==> src/rtl/wb_ddr_arbiter_pkg.sv <==
// Shared arbiter definitions: FSM state encodings, grant index width, Wishbone CTI codes.
// Latency: n/a (types and constants only).
// Backpressure: n/a.
package wb_ddr_arbiter_pkg;

  // Grant/last index width; covers up to 4 masters.
  localparam int GW = 2;

  typedef enum logic [1:0] {
    ST_IDLE  = 2'd0,
    ST_GRANT = 2'd1,
    ST_DRAIN = 2'd2
  } arb_state_t;

  // Wishbone registered-feedback cycle type identifiers.
  localparam logic [2:0] CTI_CLASSIC = 3'b000;
  localparam logic [2:0] CTI_INCR    = 3'b010;
  localparam logic [2:0] CTI_EOB     = 3'b111;

endpackage

==> src/rtl/rr_prio_sel.sv <==
// Combinational round-robin picker: first requester strictly after `last`, wrapping.
// Latency: zero (pure combinational).
// Backpressure: none; `any` simply reports that at least one request is present.
module rr_prio_sel
  import wb_ddr_arbiter_pkg::*;
#(
  parameter int NM = 3
) (
  input  logic [NM-1:0] req,
  input  logic [GW-1:0] last,
  output logic [GW-1:0] gnt,
  output logic          any
);

  // Scan distances NM..1 from `last`; the nearest requester is written last and wins.
  always_comb begin
    gnt = '0;
    any = |req;
    for (int k = NM; k >= 1; k--) begin
      for (int j = 0; j < NM; j++) begin
        if (req[j] && (j == ((int'(last) + k) % NM))) begin
          gnt = GW'(j);
        end
      end
    end
  end

endmodule

==> src/rtl/wb_ddr_arbiter.sv <==
// Round-robin Wishbone arbiter sharing the DDR slave port among NM masters; grant held per bus cycle.
// Latency: slave strobe follows a fresh request by one clock; data/ack paths are combinational.
// Backpressure: losers wait with cyc high; optional WB_ARB_WATCHDOG_EN aborts a hung slave with err.
module wb_ddr_arbiter
  import wb_ddr_arbiter_pkg::*;
#(
  parameter int NM      = 3,
  parameter int AW      = 32,
  parameter int TIMEOUT = 1024
) (
  input  logic             clk,
  input  logic             reset,
  input  logic [NM-1:0]    m_cyc_i,
  input  logic [NM-1:0]    m_stb_i,
  input  logic [NM-1:0]    m_we_i,
  input  logic [NM*4-1:0]  m_sel_i,
  input  logic [NM*AW-1:0] m_adr_i,
  input  logic [NM*32-1:0] m_dat_i,
  input  logic [NM*3-1:0]  m_cti_i,
  output logic [31:0]      m_dat_o,
  output logic [NM-1:0]    m_ack_o,
  output logic [NM-1:0]    m_err_o,
  output logic             s_cyc_o,
  output logic             s_stb_o,
  output logic             s_we_o,
  output logic [3:0]       s_sel_o,
  output logic [AW-1:0]    s_adr_o,
  output logic [31:0]      s_dat_o,
  output logic [2:0]       s_cti_o,
  input  logic [31:0]      s_dat_i,
  input  logic             s_ack_i,
  input  logic             s_err_i
);

  // Parameter sanity: the grant index is GW bits wide and the watchdog counter is 16 bits.
  if (NM < 2 || NM > 4) begin : g_bad_nm
    $error("wb_ddr_arbiter: NM must be 2..4");
  end
  if (TIMEOUT < 1 || TIMEOUT > 65535) begin : g_bad_timeout
    $error("wb_ddr_arbiter: TIMEOUT must be 1..65535");
  end

  arb_state_t    state_q, state_d;
  logic [GW-1:0] gnt_q, last_q;
  logic [GW-1:0] pick;
  logic          pick_vld;
  logic          wd_hit;

  logic          sel_cyc, sel_stb, sel_we;
  logic [3:0]    sel_sel;
  logic [AW-1:0] sel_adr;
  logic [31:0]   sel_dat;
  logic [2:0]    sel_cti;

  rr_prio_sel #(.NM(NM)) u_pick (
    .req  (m_cyc_i),
    .last (last_q),
    .gnt  (pick),
    .any  (pick_vld)
  );

  // Read data is broadcast; only the granted master sees an ack to qualify it.
  assign m_dat_o = s_dat_i;

  // State and grant registers; the grant is latched only when leaving IDLE.
  always_ff @(posedge clk or posedge reset) begin
    if (reset) begin
      state_q <= ST_IDLE;
      gnt_q   <= '0;
      last_q  <= GW'(NM - 1);
    end else begin
      state_q <= state_d;
      if (state_q == ST_IDLE && pick_vld) begin
        gnt_q  <= pick;
        last_q <= pick;
      end
    end
  end

  // Select the granted master's request signals.
  always_comb begin
    sel_cyc = 1'b0;
    sel_stb = 1'b0;
    sel_we  = 1'b0;
    sel_sel = '0;
    sel_adr = '0;
    sel_dat = '0;
    sel_cti = '0;
    for (int i = 0; i < NM; i++) begin
      if (gnt_q == GW'(i)) begin
        sel_cyc = m_cyc_i[i];
        sel_stb = m_stb_i[i];
        sel_we  = m_we_i[i];
        sel_sel = m_sel_i[i*4 +: 4];
        sel_adr = m_adr_i[i*AW +: AW];
        sel_dat = m_dat_i[i*32 +: 32];
        sel_cti = m_cti_i[i*3 +: 3];
      end
    end
  end

`ifdef WB_ARB_WATCHDOG_EN
  logic [15:0] wd_cnt;

  // Count strobed cycles without a slave response; any ack/err or leaving GRANT clears it.
  always_ff @(posedge clk or posedge reset) begin
    if (reset) begin
      wd_cnt <= '0;
    end else if (state_q != ST_GRANT || s_ack_i || s_err_i) begin
      wd_cnt <= '0;
    end else if (s_stb_o) begin
      wd_cnt <= wd_cnt + 16'd1;
    end
  end

  assign wd_hit = (state_q == ST_GRANT) && (wd_cnt == 16'(TIMEOUT));
`else
  assign wd_hit = 1'b0;
`endif

  // Next state and bus outputs: everything idles at zero outside an active grant.
  always_comb begin
    state_d = state_q;
    s_cyc_o = 1'b0;
    s_stb_o = 1'b0;
    s_we_o  = 1'b0;
    s_sel_o = '0;
    s_adr_o = '0;
    s_dat_o = '0;
    s_cti_o = '0;
    m_ack_o = '0;
    m_err_o = '0;
    case (state_q)
      ST_IDLE: begin
        if (pick_vld) state_d = ST_GRANT;
      end
      ST_GRANT: begin
        if (wd_hit) begin
          // Abort: one err pulse to the owner, slave released, wait for the master to let go.
          for (int i = 0; i < NM; i++) begin
            if (gnt_q == GW'(i)) m_err_o[i] = 1'b1;
          end
          state_d = ST_DRAIN;
        end else begin
          s_cyc_o = sel_cyc;
          s_stb_o = sel_stb;
          s_we_o  = sel_we;
          s_sel_o = sel_sel;
          s_adr_o = sel_adr;
          s_dat_o = sel_dat;
          s_cti_o = sel_cti;
          // A master that has already dropped cyc receives no response.
          for (int i = 0; i < NM; i++) begin
            if (gnt_q == GW'(i)) begin
              m_ack_o[i] = s_ack_i & sel_cyc;
              m_err_o[i] = s_err_i & sel_cyc;
            end
          end
          if (!sel_cyc) state_d = ST_IDLE;
        end
      end
`ifdef WB_ARB_WATCHDOG_EN
      ST_DRAIN: begin
        if (!sel_cyc) state_d = ST_IDLE;
      end
`endif
      default: state_d = ST_IDLE;
    endcase
  end

endmodule

==> config.mk <==
export PLATFORM = sky130hd
export DESIGN_NAME = wb_ddr_arbiter
export DESIGN_NICKNAME = d
export VERILOG_FILES = /design/src/rtl/wb_ddr_arbiter_pkg.sv /design/src/rtl/rr_prio_sel.sv /design/src/rtl/wb_ddr_arbiter.sv
export SDC_FILE = /design/constraint.sdc
export NUM_CORES = 1
export LEC_CHECK = 0
export CELL_PAD_IN_SITES_DETAIL_PLACEMENT = 1
export CELL_PAD_IN_SITES_GLOBAL_PLACEMENT = 1
export CORE_MARGIN = 10
export CORE_UTILIZATION = 16
export CTS_CLUSTER_DIAMETER = 40
export DETAILED_ROUTE_END_ITERATION = 10
export PLACE_DENSITY = 0.94
export SLEW_MARGIN = 20
export SYNTH_ARGS = -nofsm -noshare
export SYNTH_HDL_FRONTEND = slang
export SYNTH_SLANG_ARGS = --single-unit
==> constraint.sdc <==
create_clock -name clk -period 2.4 [get_ports clk]
set_input_delay 0.48 -clock clk [delete_from_list [all_inputs] [get_ports clk]]
set_output_delay 0.48 -clock clk [all_outputs]
set_load 0.05 [all_outputs]
==> impl_metrics.sql, run 1 <==
INSERT INTO impl_metrics (metric_group, metric, value, unit) VALUES
('synthesis', 'synth.yosys.seq_area_share', '0.03766', ''),
('setup_path', 'critPathCaptureType', 'output port', ''),
('setup_path', 'worstReg2RegEnd', 'gnt_q[1]', ''),
('grt', 'global_route_wire_length_before_repair', '24840', 'um'),
('cts', 'numClockSinks', '4', ''),
('setup_path', 'startpoint', 'm_cyc_i[1]', ''),
('synthesis', 'synth_async_sr_flop_share', '1.000', ''),
('sta', 'max_slew.worst_pin.slew', '0.4356', 'ns'),
('sta', 'worst_clock_skew', '0.005644', 'ns'),
('synthesis', 'syn_nets', '659', ''),
('drt', 'detailed_route_vias_per_instance', '4.333', ''),
('setup_path', 'timing.reg2reg.worst_path_depth', '6', ''),
('power_and_ir_drop', 'overall_power_of_the_completed_layout', '8.768', 'mW'),
('synthesis', 'synth_largest_type_area_fraction', '0.2120', ''),
('cts', 'cts-root-buf', 'sky130_fd_sc_hd__clkbuf_16', ''),
('drt', 'initialDrtViolationCount', '88', ''),
('grt', 'grt_pass1_vias', '4339', ''),
('drt', 'drt_first_pass_iters', '4', ''),
('drt', 'ant_nets', '0', ''),
('cts', 'clock_latency_on_the_worst_skew_pair', '0.23', 'ns'),
('synthesis', 'ys_types', '31', ''),
('cells_and_area', 'commonest_non_fill_non_tap_cell_in_the_layout', 'sky130_fd_sc_hd__clkdlybuf4s50_1', ''),
('synthesis', 'synth_enable_flop_cells', '0', ''),
('floorplan', 'core-area', '16520', 'um2'),
('placement', 'io_buffer_count', '305', ''),
('drt', 'detailroute.via_count', '3774', ''),
('setup_path', 'path_max_fanout', '4', ''),
('synthesis', 'synth.largest_area_cell', 'sky130_fd_sc_hd__nand2_1', ''),
('sta', 'maxSlewViolCount', '0', ''),
('grt', 'grt_antenna_before_repair', '0', ''),
('sta', 'setup_total_negative_slack', '0', 'ns'),
('cts', 'ctsLongestPathBuffers', '2', ''),
('cts', 'postCtsSetupBuffers', '0', ''),
('run_status', 'status', 'finished clean', ''),
('grt', 'gr-total-overflow', '0', ''),
('cells_and_area', 'layout-drive-gt1-share', '0.2796', ''),
('synthesis', 'synth_area_per_cell', '6.745', 'um2'),
('synthesis', 'mapped_cell_area', '2691', 'um2'),
('grt', 'grt_util_met3', '0.03865', ''),
('cts', 'cts_max_level', '1', ''),
('setup_path', 'timing_worst_setup_path_type', 'in -> out', ''),
('floorplan', 'dieArea', '22410', 'um2'),
('synthesis', 'netlist_top_cells_area', 'sky130_fd_sc_hd__nand2_1, sky130_fd_sc_hd__mux2_2, sky130_fd_sc_hd__mux2_4', ''),
('synthesis', 'ys_ff_latch', '4', ''),
('floorplan', 'initial_core_util', '0.1629', ''),
('cells_and_area', 'mostFrequentLayoutCells', 'sky130_fd_sc_hd__clkdlybuf4s50_1, sky130_fd_sc_hd__nand2_1, sky130_fd_sc_hd__buf_12', ''),
('placement', 'dp_hpwl', '14860', 'um'),
('grt', 'largest_net_degree_at_the_start_of_global_routing', '42', ''),
('power_and_ir_drop', 'static-leakage-power', '2.648', 'nW'),
('floorplan', 'placement_rows', '47', ''),
('setup_path', 'crit_path_start_kind', 'input pin', ''),
('floorplan', 'design.portCount', '370', ''),
('drt', 'post-route-drc-count', '0', ''),
('grt', 'grt_use_total', '0.1398', ''),
('cts', 'cts-buffers-inserted', '3', ''),
('grt', 'grt_met2_usage', '0.2726', ''),
('setup_path', 'r2r_setup_slack', '0.54', 'ns'),
('power_and_ir_drop', 'vdd.ir_drop.worst', '0.9207', 'mV'),
('synthesis', 'ys.flop_type', 'sky130_fd_sc_hd__dfrtp_1', ''),
('sta', 'worst_slew_margin_rel', '0.7096', ''),
('sta', 'layout_worst_path_cycle_share', '0.9654', ''),
('floorplan', 'die_h', '149.7', 'um'),
('synthesis', 'post_synth_inst_count', '399', ''),
('cells_and_area', 'syn_to_final_growth', '144.4', '%'),
('grt', 'most_used_routing_layer_in_global_routing', 'met2', ''),
('power_and_ir_drop', 'power_per_cell_area', '1333', 'nW/um2'),
('cts', 'cts.reportedPaths.clkPinSlew', '0.03', 'ns'),
('sta', 'fmaxAchievable', '0.4316', 'GHz'),
('sta', 'fin_crit', '2.317', 'ns'),
('cells_and_area', 'num-nets-final', '912', ''),
('drt', 'drt_wl_cell', '19.71', 'um');
-- state kept, by name, indices dropped and copies added, names as in the netlist --
| signal | cells |
|---|---|
| gnt_q | 2 |
| state_q | 1 |
| last_q | 1 |
-- worst max-delay path: stages --
cell	delay, ns
sky130_fd_sc_hd__clkdlybuf4s50_1	0.56
sky130_fd_sc_hd__nor2b_1	0.23
sky130_fd_sc_hd__and3_1	0.22
sky130_fd_sc_hd__and2_1	0.20
sky130_fd_sc_hd__buf_12	0.15
-- Yosys cell counts (all sizes together), types with 2 or more instances --
cell	number
nand2	152
inv	4
nor2b	3
a21oi	73
and2	6
dfrtp	3
nor3	3
o21ai	3
mux2	73
and3	2
buf	60
ha	2
clkbuf	5
nor3b	2
-- per-stage QoR --
| stage | cell area [um2] | utilization | setup slack, ns | hold slack (ns) | std cells |
|---|---|---|---|---|---|
| after detailed placement | 6496 | 0.3931 | 0.1303 | 0.5302 | 867 |
| after CTS | 6575 | 0.3979 | 0.06358 | 0.4550 | 871 |
| after global routing | 6579 | 0.3981 | 0.02654 | 0.4663 | 871 |
| after global placement | 6496 | 0.3931 | 0.2137 | 0.4800 | 867 |
| final | 6579 | 0.3981 | 0.08294 | 0.4448 | 871 |
| after floorplan | 2691 | - | 0.1677 | 0.2454 | 399 |
-- cell type report --
cell class	instances	area, um2
clock buffers	4	78.83
fillers	1883	9946
inverters	4	15.01
multi-input cells	326	2103
flip-flops and latches	4	105.1
well taps	220	275.3
repair buffers	313	4001
-- timing repair --
item,4_1_cts,5_1_grt
endpoints found under the setup margin,0,1
resized for setup,0,1
hold buffers,0,0
-- worst min path at each step --
stage | start | slack, ns | cells after the start | end
5_1_grt | reset | 0.47 | 2 | state_q[0]
3_5_place_dp | last_q[1] | 0.53 | 2 | last_q[1]
6_report | reset | 0.44 | 2 | state_q[0]
4_1_cts | reset | 0.46 | 2 | state_q[0]
2_1_floorplan | reset | 0.25 | 1 | gnt_q[0]
3_3_place_gp | last_q[1] | 0.48 | 2 | last_q[1]
-- report_power, final --
group	leakage, nW	internal, mW	switching [mW]
sequential	0.0455	0.106	0.0606
combinational	2.56	3.79	4.55
clock	0.0382	0.220	0.0486
-- layer usage --
metal  wire (um)  up-vias
met5           0        -
met2        9428      179
met4         413        0
met3        1322       28
li1            -     1801
met1        6000     1766
-- cell families after synthesis --
family / count (synthesis) / share of synthesized area
AOI/OAI and AO/OA: 80 / 0.1641
DFF: 4 / 0.03766
buffers and inverters: 69 / 0.1850
adders and majority gates: 2 / 0.009297
muxes: 73 / 0.3445
and+or+nand+nor: 171 / 0.2594
(Power assumes the default switching activity.)
==> inputs of run 2 (changes only) <==
CTS_CLUSTER_DIAMETER = 80   (was 40)
==> results of run 2 <==
No change in the layout: final DEF, timing and power equal those of run 1.
